<file path="src/rtl/uvc_payload_gen.sv">
// UVC payload generator: packs YUY2 test-pattern frames into 12-byte-header UVC payloads,
// one frame per SOF slot, for the USB video endpoint TX FIFO.
//
// state | meaning
// IDLE  | waiting for an enabled frame slot (sof_cnt == 0)
// HDR   | emitting the 12 header bytes of a payload
// DATA  | emitting pixel bytes of the current payload
module uvc_payload_gen #(
  parameter int WIDTH          = 640,
  parameter int HEIGHT         = 480,
  parameter int PAYLOAD_SIZE   = 1024,
  parameter int HDR_LEN        = 12,
  parameter int FRAME_INTERVAL = 104,
  parameter int SCROLL_STEP    = 4
) (
  input  logic        CLK_I,
  input  logic        RST_I,
  input  logic        SOF_I,
  input  logic        ENABLE_I,
  input  logic [1:0]  MODE_I,
  input  logic        FIFO_AFULL_I,
  input  logic        FIFO_EMPTY_I,
  output logic [7:0]  DATA_O,
  output logic        DVAL_O,
  output logic        SOP_O,
  output logic        EOF_O,
  output logic [15:0] FRAME_CNT_O,
  output logic [7:0]  SKIP_CNT_O
);

  localparam logic [31:0] FRAME_BYTES = 32'(WIDTH * HEIGHT * 2);
  localparam int DATA_MAX = PAYLOAD_SIZE - HDR_LEN;
  localparam int PW       = $clog2(PAYLOAD_SIZE + 1);
  localparam int CW       = $clog2(WIDTH) + 1;
  localparam int FW       = (FRAME_INTERVAL > 1) ? $clog2(FRAME_INTERVAL) : 1;
  localparam int BAR_W    = WIDTH / 8;

  typedef enum logic [1:0] {ST_IDLE, ST_HDR, ST_DATA} state_t;

  state_t          state_q, state_d;
  logic            sof_d0_q, sof_d0_d, sof_d1_q, sof_d1_d;
  logic [FW-1:0]   sof_cnt_q, sof_cnt_d;
  logic [2:0]      ufr_cnt_q, ufr_cnt_d;
  logic [10:0]     sof_num_q, sof_num_d;
  logic [31:0]     pts_q, pts_d;
  logic [3:0]      hdr_idx_q, hdr_idx_d;
  logic [31:0]     remain_q, remain_d;
  logic [PW-1:0]   pay_left_q, pay_left_d;
  logic [CW-1:0]   col_q, col_d;
  logic [1:0]      phase_q, phase_d;
  logic [CW-1:0]   off_q, off_d;
  logic            fid_q, fid_d;
  logic [15:0]     frame_cnt_q, frame_cnt_d;
  logic [7:0]      skip_cnt_q, skip_cnt_d;
  logic [31:0]     pts_l_q, pts_l_d;
  logic [10:0]     sof_l_q, sof_l_d;
  logic [1:0]      mode_l_q, mode_l_d;
  logic [7:0]      data_q, data_d;
  logic            dval_q, dval_d;
  logic            sop_q, sop_d;
  logic            eof_q, eof_d;

  logic            sof_rise;
  logic            last_pay;
  logic [PW-1:0]   pay_len;
  logic [7:0]      hdr_byte;
  logic [CW-1:0]   pos_sum, pos;
  logic [2:0]      bar_idx;
  logic [7:0]      bar_y, bar_u, bar_v;
  logic [7:0]      pix_y, pix_u, pix_v, pix_byte;
  logic [CW-1:0]   off_sum;

  assign sof_rise = sof_d0_q & ~sof_d1_q;

  // Remaining bytes do not change during a header, so the EOF bit can be derived live.
  assign last_pay = (remain_q <= 32'(DATA_MAX));
  assign pay_len  = last_pay ? remain_q[PW-1:0] : PW'(DATA_MAX);

  always_comb begin
    hdr_byte = 8'h00;
    case (hdr_idx_q)
      4'd0:        hdr_byte = 8'(HDR_LEN);
      4'd1:        hdr_byte = 8'h8C | {6'b0, last_pay, fid_q};
      4'd2, 4'd6:  hdr_byte = pts_l_q[7:0];
      4'd3, 4'd7:  hdr_byte = pts_l_q[15:8];
      4'd4, 4'd8:  hdr_byte = pts_l_q[23:16];
      4'd5, 4'd9:  hdr_byte = pts_l_q[31:24];
      4'd10:       hdr_byte = sof_l_q[7:0];
      4'd11:       hdr_byte = {5'b0, sof_l_q[10:8]};
      default:     hdr_byte = 8'h00;
    endcase
  end

  always_comb begin
    pos_sum = col_q + ((mode_l_q == 2'd1) ? off_q : '0);
    pos     = (pos_sum >= CW'(WIDTH)) ? pos_sum - CW'(WIDTH) : pos_sum;
    bar_idx = 3'd0;
    for (int k = 1; k < 8; k++) begin
      if (pos >= CW'(k * BAR_W)) bar_idx = bar_idx + 3'd1;
    end
  end

  always_comb begin
    bar_y = 8'd16;
    bar_u = 8'd128;
    bar_v = 8'd128;
    case (bar_idx)
      3'd0: begin bar_y = 8'd235; bar_u = 8'd128; bar_v = 8'd128; end
      3'd1: begin bar_y = 8'd210; bar_u = 8'd16;  bar_v = 8'd146; end
      3'd2: begin bar_y = 8'd170; bar_u = 8'd166; bar_v = 8'd16;  end
      3'd3: begin bar_y = 8'd145; bar_u = 8'd54;  bar_v = 8'd34;  end
      3'd4: begin bar_y = 8'd106; bar_u = 8'd202; bar_v = 8'd222; end
      3'd5: begin bar_y = 8'd81;  bar_u = 8'd90;  bar_v = 8'd240; end
      3'd6: begin bar_y = 8'd41;  bar_u = 8'd240; bar_v = 8'd110; end
      default: begin bar_y = 8'd16; bar_u = 8'd128; bar_v = 8'd128; end
    endcase
  end

  always_comb begin
    pix_y = bar_y;
    pix_u = 8'd128;
    pix_v = 8'd128;
    case (mode_l_q)
      2'd0, 2'd1: begin pix_y = bar_y; pix_u = bar_u; pix_v = bar_v; end
      2'd2:       pix_y = 8'(col_q);
      default:    pix_y = frame_cnt_q[7:0];
    endcase
    case (phase_q)
      2'd0, 2'd2: pix_byte = pix_y;
      2'd1:       pix_byte = pix_u;
      default:    pix_byte = pix_v;
    endcase
  end

  assign off_sum = off_q + CW'(SCROLL_STEP % WIDTH);

  always_comb begin
    sof_d0_d    = SOF_I;
    sof_d1_d    = sof_d0_q;
    sof_cnt_d   = sof_cnt_q;
    ufr_cnt_d   = ufr_cnt_q;
    sof_num_d   = sof_num_q;
    pts_d       = pts_q + 32'd1;
    state_d     = state_q;
    hdr_idx_d   = hdr_idx_q;
    remain_d    = remain_q;
    pay_left_d  = pay_left_q;
    col_d       = col_q;
    phase_d     = phase_q;
    off_d       = off_q;
    fid_d       = fid_q;
    frame_cnt_d = frame_cnt_q;
    skip_cnt_d  = skip_cnt_q;
    pts_l_d     = pts_l_q;
    sof_l_d     = sof_l_q;
    mode_l_d    = mode_l_q;
    data_d      = data_q;
    dval_d      = 1'b0;
    sop_d       = 1'b0;
    eof_d       = 1'b0;

    if (sof_rise) begin
      sof_cnt_d = (sof_cnt_q == FW'(FRAME_INTERVAL - 1)) ? '0 : sof_cnt_q + FW'(1);
      ufr_cnt_d = ufr_cnt_q + 3'd1;
      if (ufr_cnt_q == 3'd7) sof_num_d = sof_num_q + 11'd1;
    end

    case (state_q)
      ST_IDLE: begin
        if (sof_rise && (sof_cnt_q == '0) && ENABLE_I) begin
          if (FIFO_EMPTY_I) begin
            state_d   = ST_HDR;
            hdr_idx_d = 4'd0;
            remain_d  = FRAME_BYTES;
            col_d     = '0;
            phase_d   = 2'd0;
            pts_l_d   = pts_q;
            sof_l_d   = sof_num_q;
            mode_l_d  = MODE_I;
          end else if (skip_cnt_q != 8'hFF) begin
            skip_cnt_d = skip_cnt_q + 8'd1;
          end
        end
      end
      ST_HDR: begin
        if (!FIFO_AFULL_I) begin
          dval_d = 1'b1;
          sop_d  = (hdr_idx_q == 4'd0);
          data_d = hdr_byte;
          if (hdr_idx_q == 4'd11) begin
            state_d    = ST_DATA;
            pay_left_d = pay_len;
          end else begin
            hdr_idx_d = hdr_idx_q + 4'd1;
          end
        end
      end
      ST_DATA: begin
        if (!FIFO_AFULL_I) begin
          dval_d     = 1'b1;
          data_d     = pix_byte;
          remain_d   = remain_q - 32'd1;
          pay_left_d = pay_left_q - PW'(1);
          phase_d    = phase_q + 2'd1;
          if (phase_q == 2'd3) col_d = (col_q == CW'(WIDTH - 2)) ? '0 : col_q + CW'(2);
          if (pay_left_q == PW'(1)) begin
            if (remain_q == 32'd1) begin
              state_d     = ST_IDLE;
              eof_d       = 1'b1;
              fid_d       = ~fid_q;
              frame_cnt_d = frame_cnt_q + 16'd1;
              off_d       = (off_sum >= CW'(WIDTH)) ? off_sum - CW'(WIDTH) : off_sum;
            end else begin
              state_d   = ST_HDR;
              hdr_idx_d = 4'd0;
            end
          end
        end
      end
      default: state_d = ST_IDLE;
    endcase
  end

  always_ff @(posedge CLK_I) begin
    if (RST_I) begin
      state_q     <= ST_IDLE;
      sof_d0_q    <= 1'b0;
      sof_d1_q    <= 1'b0;
      sof_cnt_q   <= '0;
      ufr_cnt_q   <= 3'd0;
      sof_num_q   <= 11'd0;
      pts_q       <= 32'd0;
      hdr_idx_q   <= 4'd0;
      remain_q    <= 32'd0;
      pay_left_q  <= '0;
      col_q       <= '0;
      phase_q     <= 2'd0;
      off_q       <= '0;
      fid_q       <= 1'b0;
      frame_cnt_q <= 16'd0;
      skip_cnt_q  <= 8'd0;
      pts_l_q     <= 32'd0;
      sof_l_q     <= 11'd0;
      mode_l_q    <= 2'd0;
      data_q      <= 8'd0;
      dval_q      <= 1'b0;
      sop_q       <= 1'b0;
      eof_q       <= 1'b0;
    end else begin
      state_q     <= state_d;
      sof_d0_q    <= sof_d0_d;
      sof_d1_q    <= sof_d1_d;
      sof_cnt_q   <= sof_cnt_d;
      ufr_cnt_q   <= ufr_cnt_d;
      sof_num_q   <= sof_num_d;
      pts_q       <= pts_d;
      hdr_idx_q   <= hdr_idx_d;
      remain_q    <= remain_d;
      pay_left_q  <= pay_left_d;
      col_q       <= col_d;
      phase_q     <= phase_d;
      off_q       <= off_d;
      fid_q       <= fid_d;
      frame_cnt_q <= frame_cnt_d;
      skip_cnt_q  <= skip_cnt_d;
      pts_l_q     <= pts_l_d;
      sof_l_q     <= sof_l_d;
      mode_l_q    <= mode_l_d;
      data_q      <= data_d;
      dval_q      <= dval_d;
      sop_q       <= sop_d;
      eof_q       <= eof_d;
    end
  end

  assign DATA_O      = data_q;
  assign DVAL_O      = dval_q;
  assign SOP_O       = sop_q;
  assign EOF_O       = eof_q;
  assign FRAME_CNT_O = frame_cnt_q;
  assign SKIP_CNT_O  = skip_cnt_q;

endmodule

</file>
<file path="config.mk">
export PLATFORM = sky130hd
export DESIGN_NAME = uvc_payload_gen
export DESIGN_NICKNAME = d
export VERILOG_FILES = /design/src/rtl/uvc_payload_gen.sv
export SDC_FILE = /design/constraint.sdc
export NUM_CORES = 1
export LEC_CHECK = 0
export CORE_ASPECT_RATIO = 0.7
export CORE_MARGIN = 2
export CORE_UTILIZATION = 35
export DETAILED_ROUTE_END_ITERATION = 10
export SYNTH_ARGS = -nofsm -noshare
export SYNTH_HDL_FRONTEND = slang
export SYNTH_SLANG_ARGS = --single-unit
</file>
<file path="constraint.sdc">
create_clock -name CLK_I -period 10.5 [get_ports CLK_I]
set_clock_uncertainty 0.15 [all_clocks]
set_input_delay 3.15 -clock CLK_I [delete_from_list [all_inputs] [get_ports CLK_I]]
set_output_delay 3.15 -clock CLK_I [all_outputs]
set_load 0.02 [all_outputs]
</file>
==> impl_metrics.yaml, run 1 <==
yosys:
  yosys_warnings: 0
  synthArstFlopShare_pct: 0
  synthCells: 1395
  yosys_most_used_dff: "dfxtp_1"
  yosys_register_bits: 206
  synth_area_um2: 11100
  synth-edff-count: 0
  seq_area_frac_synth_pct: 37.0
  synth_most_common_cell: "dfxtp_1"
  synth.distinct_cells: 90
  synth_top_area_share_pct: 37.0
  syn-num-nets: 1448
  synthTopCellsByArea: "dfxtp_1 (37%), nand2_1 (6.7%), nor2_1 (6.2%)"
  synthTopCellsByCount: "dfxtp_1 (206), nand2_1 (200), nor2_1 (184)"
  synth_area_leader_cell: "dfxtp_1"
  avgSynthCellArea_um2: 7.99
clock_network:
  cts_sinks: 206
  cts_resized: 0
  cts_tree: "built"
  root_buffer: "clkbuf_16"
  ctsHoldBuffers: 0
  cts_buffers: 22
  worstSkewPairLatency_ns: 0.53
  clkTransAtPathRegs_ns: 0.07
  clockBufferDepth: 3
  cts.htree.levels: 1
  cts_setup_buffers: 0
floorplanning:
  dieWidth_um: 217
  num_rows: 54
  dieArea_um2: 33300
  core_um2: 31300
  start_util_pct: 35.6
  die_height_um: 153
  ioPinCount: 43
route:
  viasPerCell: 5.24
  firstDrtPassIters: 7
  routed_wl_um: 27000
  drc: 0
  routedWlPerCell_um: 14.7
  final_antenna_net_count: 0
  first_iter_violations: 794
  num_vias: 9618
worst_setup_path:
  slowest_delay_ns: 0.70
  worstPathMaxFanout: 17
  worstSetupPathType: "flip-flop to flip-flop"
  crit_top_cell: "ha_1"
  startpoint_type: "flip-flop"
  required_ns: 10.73
  worstPathArrival_ns: 8.81
  crit_slowest_cell: "dfxtp_1"
  endpoint_kind: "flip-flop"
sta:
  worst_slew_pin_slew_ns: 1.10
  slew_violations: 0
  setup_slack_ns: 1.92
  hold_viol: 0
  fmax_mhz: 117
  setup_violations: 0
  post-route-period-util_pct: 81.7
  period_minus_slack_ns: 8.58
  rsz0062_at_grt: "no"
  slew_headroom_pct: 26.7
  setup_tns_ns: 0
grt:
  grt_pass1_vias: 8758
  grt_remaining_overflow: 0
  grt_pass1_wl_um: 45800
  grt_start_max_net_pins: 80
  grt_antenna_before_repair: 0
  groute.usage.overall_pct: 16.3
power_and_ir_drop:
  p_per_area_nw_per_um2: 161
  power_w: 0.00202
  irDropWorstVdd_uv: 102
  p_leak_nw: 4.49
run:
  maxCapViolations: 0
placed_design:
  gp_congestion: 0.888
  placedInstanceArea_um2: 11800
  place_ws_ns: 2.05
  port_buffers: 42
  dp_hpwl_um: 19000
status:
  status: "finished, final reports clean"
cells_and_area:
  fillers: 3211
  drive_above_1_share_pct: 5.79
  diodes: 0
  areaGrowthSynthToFinish_pct: 12.5
  design_area_um2: 12500
  final_nets: 1454
worst_hold_path:
  worstHoldPathType: "flip-flop to flip-flop"
## final cells by class
type / count / area [um2] / area share (%)
Multi-Input combinational cell: 1079 / 6550 / 52.2
Sequential cell: 206 / 4120 / 32.9
Clock buffer: 28 / 614 / 4.90
Tap cell: 420 / 526 / 4.19
Timing Repair Buffer: 51 / 485 / 3.87
Inverter: 41 / 154 / 1.23
Clock inverter: 11 / 92.6 / 0.738
## flip-flops by register name, summed over array words and instances, names as in the netlist, 2 cells and up
| name | count |
|---|---|
| col_q | 10 |
| sof_num_q | 11 |
| FRAME_CNT_O | 16 |
| pts_q | 32 |
| sof_cnt_q | 7 |
| pay_left_q | 11 |
| off_q | 9 |
| sof_l_q | 11 |
| ufr_cnt_q | 3 |
| state_q | 2 |
| DATA_O | 8 |
| mode_l_q | 2 |
| remain_q | 32 |
| SKIP_CNT_O | 8 |
| hdr_idx_q | 4 |
| phase_q | 2 |
| pts_l_q | 32 |
## metrics by stage
step	hold slack (ns)	utilization, %	std cells
finish	0.310	40.1	1836
global placement	0.295	37.8	1797
global route	0.333	40.1	1836
detailed placement	0.297	37.8	1797
floorplan	0.276	-	1395
CTS	0.308	40.1	1836
## power by group
group          switching [W]  internal, W
logic               0.000224     0.000145
registers          0.0000477     0.000826
clock network       0.000339     0.000440
## critical path: cells and delay by family (launching register included)
kind / cells / cell delay, ns
flops: 1 / 0.70
xor+xnor: 3 / 0.81
compound gates: 11 / 2.28
simple gates: 8 / 1.26
mux: 2 / 0.60
buf+inv: 2 / 0.26
fa+ha+maj: 8 / 2.35
## routing by layer
metal | global-route usage, % | part of all wire (%) | up-vias | wire (um)
met1 | 26.1 | 55 | 4510 | 14900
li1 | - | - | 4868 | -
met2 | 22.3 | 38 | 215 | 10400
met5 | 0 | 0 | - | 0
met4 | 2.45 | 1.2 | 0 | 323
met3 | 3.18 | 5.1 | 25 | 1370
## worst paths after layout
kind | startpoint | to | slack, ns | cells after the start
setup / recovery | mode_l_q[1]$_SDFFE_PP0P_ | DATA_O[5]$_SDFFE_PP0P_ | 1.92 | 34
hold reg to reg | sof_l_q[10]$_SDFFE_PP0P_ | sof_l_q[10]$_SDFFE_PP0P_ | 0.31 | 2
setup reg to reg | mode_l_q[1]$_SDFFE_PP0P_ | DATA_O[5]$_SDFFE_PP0P_ | 1.92 | 34
hold / removal | sof_l_q[10]$_SDFFE_PP0P_ | sof_l_q[10]$_SDFFE_PP0P_ | 0.31 | 2
## layout by cell type (no fill, tap or decap), types with 14 or more instances in the layout
master           count
a21oi_1            107
clkbuf_16           23
clkdlybuf4s50_1     41
nand3_1             43
xor2_1              65
nor4_1              14
nand4_1             31
nand2_1            200
xnor2_1             50
ha_1                44
and2_1              14
or3_1               19
inv_1               41
mux2i_1             17
a211oi_1            14
o21ai_0             48
and3_1              16
nor2_1             184
dfxtp_1            206
nor3_1              37
## cells by family (layout without fill, tap and decap cells)
logic type,after synthesis,count (layout),share of synthesized area (%)
simple gates,617,617,25.8
mux,23,23,2.22
fa+ha+maj,45,45,5.12
compound gates,275,275,16.0
buf+inv,110,131,4.29
xor+xnor,119,119,9.62
flops,206,206,37.0
No activity file was read; power rests on OpenSTA's default activity.
==> run 2, diff against run 1 <==
==> constraint.sdc (replaced) <==
create_clock -name CLK_I -period 8.9 [get_ports CLK_I]
set_clock_uncertainty 0.15 [all_clocks]
set_input_delay 2.67 -clock CLK_I [delete_from_list [all_inputs] [get_ports CLK_I]]
set_output_delay 2.67 -clock CLK_I [all_outputs]
set_load 0.02 [all_outputs]
==> run 2 against run 1 <==
Sequential share of layout area fell by 0.18 points. Sequential power is 18% higher. Design area increased by 0.59%. Cell count increased by 0.27%. Critical path depth is 2 higher. First-iteration DRC count decreased by 4.5%. Utilization rose by 0.24 points. Clock-buffer cell count decreased by 1. Wire length increased by 0.73%. Combinational power is 18% higher. Setup slack worse by 1.4 ns. Via count about the same.
==> impl_metrics.yaml, run 2 (synthesis gave the netlist of run 1 again) <==
cells_and_area:
  utilization_pct: 40.3
  final_nets: 1458
  final_common_cell: "dfxtp_1"
  diodes: 0
  reg_top3: "pts_l_q (32), pts_q (32), remain_q (32)"
  fillers: 3188
  layout.cells.non_filler: 1841
  drive_above_1_share_pct: 6.26
  final_cell_mix: "dfxtp_1 (205), nand2_1 (200), nor2_1 (184), a21oi_1 (107), xor2_1 (65)"
  areaGrowthSynthToFinish_pct: 13.2
worst_setup_path:
  rrSetupSlack_ns: 0.51
  crit_top_cell: "ha_1"
  crit_slowest_cell: "a311o_2"
  endpoint_kind: "flip-flop"
  startpoint_type: "flip-flop"
  worstSetupPathType: "flip-flop to flip-flop"
  slowest_delay_ns: 0.45
  required_ns: 9.17
  worstPathArrival_ns: 8.66
  r2r_cells: 36
  cp_top_family: "compound AO/OA/AOI/OAI gates"
  r2r-start: "mode_l_q[0]$_SDFFE_PP0P_"
  r2r_end: "DATA_O[1]$_SDFFE_PP0P_"
  worstPathMaxFanout: 10
  cp_num_buf_inv: 4
status:
  status: "finished, final reports clean"
power_and_ir_drop:
  irDropWorstVdd_uv: 118
  p_leak_nw: 4.51
  p_per_area_nw_per_um2: 191
  power_w: 0.00240
grt:
  grt_start_max_net_pins: 82
  grt_antenna_before_repair: 0
  grt_pass1_vias: 8629
  grt_pass1_wl_um: 45200
  grt_remaining_overflow: 0
  groute.usage.overall_pct: 16.1
worst_hold_path:
  hold_start: "pts_l_q[1]$_SDFFE_PP0P_"
  worstHoldPathType: "flip-flop to flip-flop"
  min_to: "pts_l_q[1]$_SDFFE_PP0P_"
  holdPathStages: 2
clock_network:
  cts.htree.levels: 1
  worstSkewPairLatency_ns: 0.53
  clockBufferDepth: 3
  root_buffer: "clkbuf_16"
  clkTransAtPathRegs_ns: 0.06
  cts_sinks: 206
  ctsHoldBuffers: 0
  cts_buffers: 22
  cts_tree: "built"
route:
  routed_wl_um: 27200
  num_vias: 9620
  first_iter_violations: 758
  drc: 0
  final_antenna_net_count: 0
  routedWlPerCell_um: 14.8
  firstDrtPassIters: 7
  viasPerCell: 5.23
placed_design:
  place_ws_ns: 0.533
  gp_congestion: 0.883
  port_buffers: 42
  place_inst: 1798
  dp_hpwl_um: 19100
sta:
  setup_violations: 0
  slew_violations: 0
  period_minus_slack_ns: 8.39
  post-route-period-util_pct: 94.3
  worst_slew_pin_slew_ns: 1.14
  hold_viol: 0
  setup_slack_ns: 0.510
  slew_headroom_pct: 24.2
  rsz0062_at_grt: "no"
  fmax_mhz: 119
  setup_tns_ns: 0
floorplanning:
  dieWidth_um: 217
  die_height_um: 153
  num_rows: 54
  dieArea_um2: 33300
  core_um2: 31300
  ioPinCount: 43
  start_util_pct: 35.6
run:
  maxCapViolations: 0
## run 2: how the worst max path moves through the flow
stage	cells after the start	start	to
after detailed placement	35	mode_l_q[0]$_SDFFE_PP0P_	DATA_O[1]$_SDFFE_PP0P_
final	36	mode_l_q[0]$_SDFFE_PP0P_	DATA_O[1]$_SDFFE_PP0P_
after floorplan	36	mode_l_q[0]$_SDFFE_PP0P_	DATA_O[0]$_SDFFE_PP0P_
after global routing	36	mode_l_q[0]$_SDFFE_PP0P_	DATA_O[5]$_SDFFE_PP0P_
after global placement	35	mode_l_q[0]$_SDFFE_PP0P_	DATA_O[0]$_SDFFE_PP0P_
after CTS	35	mode_l_q[0]$_SDFFE_PP0P_	DATA_O[1]$_SDFFE_PP0P_
## run 2: area by class of cell
| cell class | instances | area, um2 | area share, % |
|---|---|---|---|
| multi-input combinational | 1079 | 6570 | 52.0 |
| inverter | 41 | 154 | 1.22 |
| clock buffer | 27 | 589 | 4.67 |
| timing repair buffer | 55 | 515 | 4.09 |
| tap | 420 | 526 | 4.17 |
| sequential | 206 | 4130 | 32.7 |
| clock inverter | 13 | 141 | 1.12 |
## run 2: worst register-to-register path, delay by kind of cell (launching register included)
family,cells,cell delay (ns)
AOI/OAI and AO/OA,12,2.98
buffers and inverters,4,0.49
DFF,1,0.39
and+or+nand+nor,7,0.80
adders and majority gates,8,2.41
muxes,2,0.50
xor gates and xnor gates,3,0.58
## run 2: what timing repair did
action	in CTS	in global routing
endpoints found under the setup margin	0	5
hold endpoints to repair	0	0
resized for setup	0	4
buffers inserted	0	3
## run 2: per-layer routing
layer	wire (um)	vias to the layer above	track usage, %
met1	14900	4475	25.9
met2	10400	237	21.9
met4	369	0	2.51
li1	-	4876	-
met3	1520	32	3.20
met5	0	-	0
## run 2: where the power goes
part           leakage, nW  internal, W  total, W  switching (W)
logic                 2.50     0.000171  0.000436       0.000265
clock network        0.352     0.000535  0.000938       0.000403
registers             1.66     0.000974   0.00103      0.0000566
## run 2: stage by stage
step / instance area [um2] / hold WS, ns
after floorplan: 11100 / 0.276
after global placement: 11800 / 0.295
after detailed placement: 11800 / 0.299
after CTS: 12600 / 0.308
after global routing: 12600 / 0.324
final: 12600 / 0.307
